===== src/rtl/elevator_pkg.sv =====
// Shared encodings for the elevator call scheduler, display and motor driver.
package elevator_pkg;

    localparam int ST_W = 2;

    typedef enum logic [ST_W-1:0] {
        ST_IDLE = 2'd0,
        ST_UP   = 2'd1,
        ST_DOWN = 2'd2,
        ST_DOOR = 2'd3
    } state_t;

    localparam int MAX_FLOORS = 8;

    function automatic int floor_w(input int floors);
        return (floors <= 2) ? 1 : $clog2(floors);
    endfunction

    typedef logic [floor_w(MAX_FLOORS)-1:0] floor_t;

endpackage


===== src/rtl/door_dwell_timer.sv =====
// Loadable down-counter timing how long the door stays open.
module door_dwell_timer #(
    parameter int DWELL_CYCLES = 50_000_000
) (
    input  logic clk,
    input  logic reset,
    input  logic load,
    output logic expired
);

    localparam int CW = $clog2(DWELL_CYCLES);
    localparam logic [CW-1:0] RELOAD = CW'(DWELL_CYCLES - 1);

    logic [CW-1:0] cnt;

    always_ff @(posedge clk) begin
        if (reset) begin
            cnt <= '0;
        end else if (load) begin
            cnt <= RELOAD;
        end else if (cnt != '0) begin
            cnt <= cnt - CW'(1);
        end
    end

    assign expired = (cnt == '0);

endmodule


===== src/rtl/elevator_call_scheduler.sv =====
// SCAN-policy car scheduler: latches floor calls, commands motor and door.
module elevator_call_scheduler
    import elevator_pkg::*;
#(
    parameter int FLOORS       = 4,
    parameter int FW           = 2,
    parameter int DWELL_CYCLES = 50_000_000
) (
    input  logic              clk,
    input  logic              reset,
    input  logic [FLOORS-1:0] call_pulse,
    input  logic [FW-1:0]     cur_floor,
    input  logic              at_floor,
    output logic              move_up,
    output logic              move_down,
    output logic              door_open,
    output logic              dir_up,
    output logic [FLOORS-1:0] pending,
    output logic [ST_W-1:0]   state
);

    state_t            st, st_n;
    logic              dir_q, dir_n;
    logic [FLOORS-1:0] pend_q, pend_n;
    logic [FLOORS-1:0] cur_bit;
    logic              here, above, below;
    logic              enter_door, reopen, load, expired;

    // Out-of-range floor positions see no calls at all.
    always_comb begin
        here    = 1'b0;
        above   = 1'b0;
        below   = 1'b0;
        cur_bit = '0;
        if (int'(cur_floor) < FLOORS) begin
            for (int i = 0; i < FLOORS; i++) begin
                if (int'(cur_floor) == i) begin
                    cur_bit[i] = 1'b1;
                    here       = pend_q[i];
                end else if (int'(cur_floor) < i) begin
                    above = above | pend_q[i];
                end else begin
                    below = below | pend_q[i];
                end
            end
        end
    end

    assign reopen = (st == ST_DOOR) && (|(call_pulse & cur_bit));

    always_comb begin
        st_n  = st;
        dir_n = dir_q;
        unique case (st)
            ST_IDLE: begin
                if (here && at_floor) begin
                    st_n = ST_DOOR;
                end else if (dir_q && above) begin
                    st_n = ST_UP;
                end else if (!dir_q && below) begin
                    st_n = ST_DOWN;
                end else if (above) begin
                    st_n  = ST_UP;
                    dir_n = 1'b1;
                end else if (below) begin
                    st_n  = ST_DOWN;
                    dir_n = 1'b0;
                end
            end
            ST_UP: begin
                if (at_floor && here) begin
                    st_n = ST_DOOR;
                end else if (at_floor && !above) begin
                    st_n = ST_IDLE;
                end
            end
            ST_DOWN: begin
                if (at_floor && here) begin
                    st_n = ST_DOOR;
                end else if (at_floor && !below) begin
                    st_n = ST_IDLE;
                end
            end
            ST_DOOR: begin
                if (!reopen && expired) begin
                    st_n = ST_IDLE;
                end
            end
            default: st_n = ST_IDLE;
        endcase
    end

    assign enter_door = (st != ST_DOOR) && (st_n == ST_DOOR);
    assign load       = enter_door || reopen;

    // A call for the floor being served never re-latches; clearing wins.
    always_comb begin
        pend_n = pend_q | (call_pulse & ~((st == ST_DOOR) ? cur_bit : '0));
        if (enter_door) begin
            pend_n = pend_n & ~cur_bit;
        end
    end

    always_ff @(posedge clk) begin
        if (reset) begin
            st     <= ST_IDLE;
            dir_q  <= 1'b1;
            pend_q <= '0;
        end else begin
            st     <= st_n;
            dir_q  <= dir_n;
            pend_q <= pend_n;
        end
    end

    door_dwell_timer #(
        .DWELL_CYCLES(DWELL_CYCLES)
    ) u_dwell (
        .clk    (clk),
        .reset  (reset),
        .load   (load),
        .expired(expired)
    );

    assign move_up   = (st == ST_UP);
    assign move_down = (st == ST_DOWN);
    assign door_open = (st == ST_DOOR);
    assign dir_up    = dir_q;
    assign pending   = pend_q;
    assign state     = st;

endmodule


===== config.mk =====
export PLATFORM = sky130hd
export DESIGN_NAME = elevator_call_scheduler
export DESIGN_NICKNAME = d
export VERILOG_FILES = /design/src/rtl/elevator_pkg.sv /design/src/rtl/door_dwell_timer.sv /design/src/rtl/elevator_call_scheduler.sv
export SDC_FILE = /design/constraint.sdc
export NUM_CORES = 1
export LEC_CHECK = 0
export BUFFER_PORTS_ARGS = -buffer_cell sky130_fd_sc_hd__buf_4
export CAP_MARGIN = 20
export CORE_ASPECT_RATIO = 1.1
export CORE_MARGIN = 5
export CORE_UTILIZATION = 60
export DETAILED_ROUTE_END_ITERATION = 10
export PLACE_DENSITY = 0.83
export REMOVE_ABC_BUFFERS = 1
export SKIP_CTS_REPAIR_TIMING = 1
export SLEW_MARGIN = 20
export SYNTH_ARGS = -nofsm -noshare
export SYNTH_HDL_FRONTEND = slang
export SYNTH_SLANG_ARGS = --single-unit

===== constraint.sdc =====
create_clock -name clk -period 5.7 [get_ports clk]
set_clock_uncertainty 0.15 [all_clocks]
set_input_delay 0.855 -clock clk [delete_from_list [all_inputs] [get_ports clk]]
set_output_delay 0.855 -clock clk [all_outputs]
set_load 0.005 [all_outputs]

Word level (Yosys, flattened, before mapping)

Cells that the tools add are included.

Bits in writable memories: 0
Bits in latches: 0
ROM bits: 0
Register bits: 33
Memories kept: 0
Output and inout bits: 10
Input bits: 9
Logic and storage cells: 91

$add $sub $neg: 1
Shift-type cells: 0
Order comparisons: 3
Multipliers: 0
Muxes and demuxes: 38
Reduce and logical (&&, ||, !) cells: 22
Divide/modulo/power cells: 0
Equality and inequality tests: 8
Bitwise gates (word level): 14

Operators by type and width:

| cell                  | number |
|---|---|
| $mux 26               | 2 |
| $logic_not 26->1      | 1 |
| $reduce_bool 26->1    | 1 |
| $sub 26x1->26 const B | 1 |
| $mux 1                | 23 |
| $mux 2                | 10 |
| $and 4x4->4           | 3 |
| $eq 2x2->1 const B    | 5 |
| $logic_and 1x1->1     | 8 |
| $mux 4                | 2 |
| $not 4->4             | 2 |
| $pmux 2 s4            | 1 |
| $or 1x1->1            | 5 |
| $reduce_and 5->1      | 1 |
| $eq 2x1->1 const B    | 2 |
| $logic_not 1->1       | 4 |
| $logic_not 2->1       | 2 |
| $lt 2x2->1 const B    | 2 |
| $or 4x4->4            | 1 |
| $reduce_bool 2->1     | 2 |
| $reduce_or 4->1       | 1 |
| $not 1->1             | 3 |
| $lt 2x1->1 const B    | 1 |
| $ne 2x2->1 const B    | 1 |
| other kinds (2)       | 2 |

Depth between registers and ports, before layout

Depth in word-level cells: 21
Mapped depth: 8
Mapped depth without buffers: 7

Cells and area by module

From an unflattened synthesis, not the netlist that was laid out.

Cells, all modules: 215
Area total of the unflattened synthesis: 1893.1 sq um

Modules (own cells, without submodules):

| module                  | times used | area each (sq um) | sequential area each (sq um) | cells each |
|---|---|---|---|---|
| door_dwell_timer        | 1          | 1390.1            | 520.5                        | 160 |
| elevator_call_scheduler | 1          | 503.0             | 140.1                        | 55 |

Worst setup path after synthesis

Ideal clock, no wire load.

Kind: input-to-reg
Start: in cur_floor[0]
End: reg u_dwell.cnt[15]
Arrival: 2.491 ns
Setup slack: 2.921 ns
Buffers on the path: 3
Stages: 7
Library setup time: 0.138 ns
Cells stage by stage: clkbuf_1 -> mux4_2 -> nand3_1 -> and2_1 -> clkbuf_1 -> clkbuf_1 -> a31oi_1

Word-level cells in the longest chain between the ends: 21
Elaborated cells between the ends (all ways): 61
Those cells by class: order compare (3); eq/ne (4); mux (33); bitwise (6); reduce/logical (15)

Ends and longest elaborated chain:

| what                                                | RTL line                      | RTL |
|---|---|---|
| from (decl)                                         | elevator_call_scheduler.sv:12 | `input logic [FW-1:0] cur_floor,` |
| $logic_not 2->1                                     | elevator_call_scheduler.sv:37 | `if (int'(cur_floor) == i) begin` |
| $mux 1                                              | elevator_call_scheduler.sv:37 |  |
| $or 1x1->1                                          | elevator_call_scheduler.sv:43 | `below = below \| pend_q[i];` |
| $mux 1                                              | elevator_call_scheduler.sv:40 | `end else if (int'(cur_floor) < i) begin` |
| $mux 1                                              | elevator_call_scheduler.sv:37 |  |
| $or 1x1->1                                          | elevator_call_scheduler.sv:43 |  |
| $mux 1                                              | elevator_call_scheduler.sv:40 |  |
| $mux 1                                              | elevator_call_scheduler.sv:37 |  |
| [5 not listed]                                      | n/a                           |  |
| $mux 2                                              | elevator_call_scheduler.sv:60 | `end else if (!dir_q && below) begin` |
| $mux 2                                              | elevator_call_scheduler.sv:58 | `end else if (dir_q && above) begin` |
| $mux 2                                              | elevator_call_scheduler.sv:56 | `if (here && at_floor) begin` |
| $pmux 2 s4                                          | elevator_call_scheduler.sv:54 | `unique case (st)` |
| $eq 2x2->1                                          | elevator_call_scheduler.sv:93 | `assign enter_door = (st != ST_DOOR) && (st_n == ST_DOOR);` |
| $logic_and 1x1->1                                   | elevator_call_scheduler.sv:93 |  |
| $logic_or 1x1->1 *                                  | elevator_call_scheduler.sv:94 | `assign load = enter_door \|\| reopen;` |
| $mux 26 / $reduce_bool 2->1 (equally long branches) | n/a                           |  |
| to (signal assigned)                                | door_dwell_timer.sv:22        | `cnt <= cnt - CW'(1);` |
| to (decl)                                           | door_dwell_timer.sv:14        | `logic [CW-1:0] cnt;` |

Every way passes the cells marked *; elsewhere a longest branch is shown, timed or not.
A chain may end at the register's enable or synchronous reset.

Final worst setup path

Start: reg u_dwell.cnt[0]
End: reg u_dwell.cnt[24]

Word-level cells in the longest chain between the ends: 8
Elaborated cells between the ends (all ways): 10
Those cells by class: add/sub (1); eq/ne (1); mux (2); reduce/logical (6)

Ends and longest elaborated chain:

| what                      | RTL line                      | RTL |
|---|---|---|
| $logic_not 26->1          | door_dwell_timer.sv:26        | `assign expired = (cnt == '0);` |
| $logic_and 1x1->1         | elevator_call_scheduler.sv:85 | `if (!reopen && expired) begin` |
| $mux 2                    | elevator_call_scheduler.sv:85 |  |
| $pmux 2 s4                | elevator_call_scheduler.sv:54 |  |
| $eq 2x2->1                | elevator_call_scheduler.sv:93 |  |
| $logic_and 1x1->1         | elevator_call_scheduler.sv:93 |  |
| $logic_or 1x1->1          | elevator_call_scheduler.sv:94 |  |
| $reduce_or 2->1 (no line) | n/a                           |  |

Several ways; a longest one is shown, not always the timed one.

==> results_dict.tcl <==
set metrics [dict create \
    critPathLaunchType "flop" \
    clk_path_buf_depth 2 \
    fp-row-count 21 \
    p_leak_nw 0.760 \
    fp.dieW_um 63.6 \
    grt_pass1_wl_um 6920 \
    slowest_delay_ns 0.50 \
    drtPass1Iterations 4 \
    drv_slew 0 \
    syn_avg_cell_area_um2 8.31 \
    grt_remaining_overflow 0 \
    dieArea_mm2 0.00438 \
    busiest_layer "met2" \
    cp_slowest_cell "or4_1" \
    dp_hpwl_um 2940 \
    placed_area_mm2 0.00201 \
    crit_chain "inv_1, ha_1, nor3b_1, nand2_1, or3_1, or4_1, a21oi_1" \
    worstPathRequired_ns 5.81 \
    gp_congestion 0.863 \
    ir_worst_vdd_mv 0.313 \
    cap_violations 0 \
    ys_types 48 \
    vias 1743 \
    slew_headroom 0.516 \
    synth_edf_count 0 \
    ys.flop_type "dfxtp_1" \
    syn_inst 228 \
    critPathCaptureType "flop" \
    core_area_mm2 0.00305 \
    die_h_um 68.9 \
    cp.arrival_ns 2.90 \
    ys_seq_area_frac 0.349 \
    place_ws_ns 2.74 \
    fin_crit_ns 2.79 \
    postSynthRegisterBits 33 \
    htree_num_levels 2 \
    drtIter0Drc 91 \
    io_pins 19 \
    cts_tree "yes" \
    initial_core_util 0.622 \
    diodes 0 \
    finalSetupViolations 0 \
    drt_drc_violations_left 0 \
    worst_slack_ns 2.91 \
    met3_usage 0.0502 \
    final-hold-violation-count 0 \
    cts_root_buf "clkbuf_4" \
    cts_buffers 5 \
    rsz0062_at_grt "false" \
    status "finished clean" \
    dp_cells 265 \
    clk_latency_ns 0.33 \
    vias_per_cell 6.41 \
    synth_area_mm2 0.00189 \
    grt_max_degree 26 \
    criticalPathCategory "reg -> reg" \
    totalWireLength_um 4150 \
    min_path_cells 2 \
    crit_cells 7 \
    tightestPinTransition_ns 0.727 \
    grt_util_met2 0.345 \
    ys_warn_count 0 \
    crit_fanout 8 \
    cts.sinks 33 \
    ant_nets 0 \
    critPathTopFamily "simple AND/OR/NAND/NOR gates" \
    use_met1 0.238 \
    clock.fmax_mhz 358 \
    grt.total_usage 0.197 \
    cp.buffers_inverters 1 \
    grt_pass1_vias 1590 \
    async_reset_ff_frac 0 \
    hold_class "reg -> reg" \
    final_cells 272 \
    fin_tns_setup_ns 0 \
    clk_pin_slew_ns 0.09 \
    r2r_cells 7 \
    power_density_mw_per_mm2 399 \
    design_area_mm2 0.00206 \
    nNetsFinal 248 \
    portBuffers 18 \
    min_period_over_period 0.490 \
    drive_above_1_share 0.160 \
    antenna_found_initial 0 \
    areaGrowthSynthToFinish_pct 8.98 \
    detail_route.wl_per_cell_um 15.3 \
]
==> per-layer routing <==
metal | up-vias | share of wire
met5 | - | 0
met1 | 808 | 0.46
li1 | 880 | -
met3 | 2 | 0.054
met4 | 0 | 0.0065
met2 | 53 | 0.48
==> layout by cell type, fill, tap and decap left out, types with 4 or more instances in the layout <==
cell      instances
a21oi_1          16
a311oi_1          5
a31oi_1          15
buf_4            19
clkbuf_4          5
dfxtp_1          33
inv_1             9
nand2_1          10
nand2b_1          5
nand3_1           9
nand3b_1          5
nor2_1           15
nor3_1            4
o21ai_0           7
o21ai_1           4
o31ai_1           5
or3_1            12
or4_1             7
xnor2_1          11
==> state kept, by name, indices dropped and copies added, names as in the netlist <==
register,flops
dir_up,1
state,2
u_dwell.cnt,26
pending,4
==> power by group <==
part           switching, mW  internal, mW
registers             0.0599         0.277
logic                  0.201         0.156
clock network         0.0725        0.0582
total                  0.333         0.492
==> metrics by stage <==
stage	utilization	total power, mW	hold WS [ns]
floorplan	-	0.602	0.309
global placement	0.659	0.687	0.334
detailed placement	0.659	0.693	0.337
CTS	0.677	0.823	0.352
global route	0.677	0.884	0.368
finish	0.677	0.824	0.347
==> synth_stat cells, types with 2 or more instances <==
cell type,number,share of area
and2_1,2,0.0066
a211oi_1,2,0.0079
nand2_1,10,0.020
o31ai_1,5,0.020
dfxtp_1,33,0.35
o21ai_0,7,0.018
nor4_1,3,0.0099
a21oi_1,16,0.042
xnor2_1,11,0.051
o41ai_1,2,0.0092
nand3_1,9,0.024
nand2b_1,5,0.017
nor4_2,3,0.020
nand3b_1,5,0.020
nor3_1,4,0.011
mux2i_1,2,0.011
or4_1,7,0.028
a311oi_1,5,0.023
buf_2,2,0.0053
or3_1,12,0.040
or2_2,3,0.0099
inv_1,9,0.018
nor2_1,15,0.030
clkbuf_1,12,0.024
a2111oi_0,3,0.014
a31oi_1,15,0.050
o21ai_1,4,0.011
nor3_4,2,0.017
==> final cells by class <==
| class | instances | area (um2) |
|---|---|---|
| multi-input cells | 170 | 1130 |
| repair buffers | 19 | 143 |
| fillers | 258 | 983 |
| flip-flops and latches | 33 | 661 |
| inverters | 9 | 33.8 |
| well taps | 34 | 42.5 |
| clock buffers | 7 | 55.1 |
==> cell families (layout without fill, tap and decap cells) <==
family	Yosys count	after routing	share of synthesized area
XOR/XNOR	12	12	0.0555
adder cells (fa/ha/maj)	1	1	0.00660
AO/OA/AOI/OAI	67	67	0.229
multiplexers	4	4	0.0284
flip-flops	33	33	0.349
buffers and inverters	25	35	0.0548
AND/OR/NAND/NOR	86	86	0.277
==> path summary, 6_finish.rpt <==
kind	from	to	slack [ns]
min reg2reg	u_dwell.cnt[7]	u_dwell.cnt[7]	0.35
min	u_dwell.cnt[7]	u_dwell.cnt[7]	0.35
max reg2reg	u_dwell.cnt[0]	u_dwell.cnt[24]	2.91
max	u_dwell.cnt[0]	u_dwell.cnt[24]	2.91
==> worst reg2reg max path, stage by stage (launching register included) <==
cell	delay, ns
dfxtp_1	0.34
inv_1	0.10
ha_1	0.20
nor3b_1	0.47
nand2_1	0.33
or3_1	0.48
or4_1	0.50
a21oi_1	0.14
No activity file was read; power rests on OpenSTA's default activity.
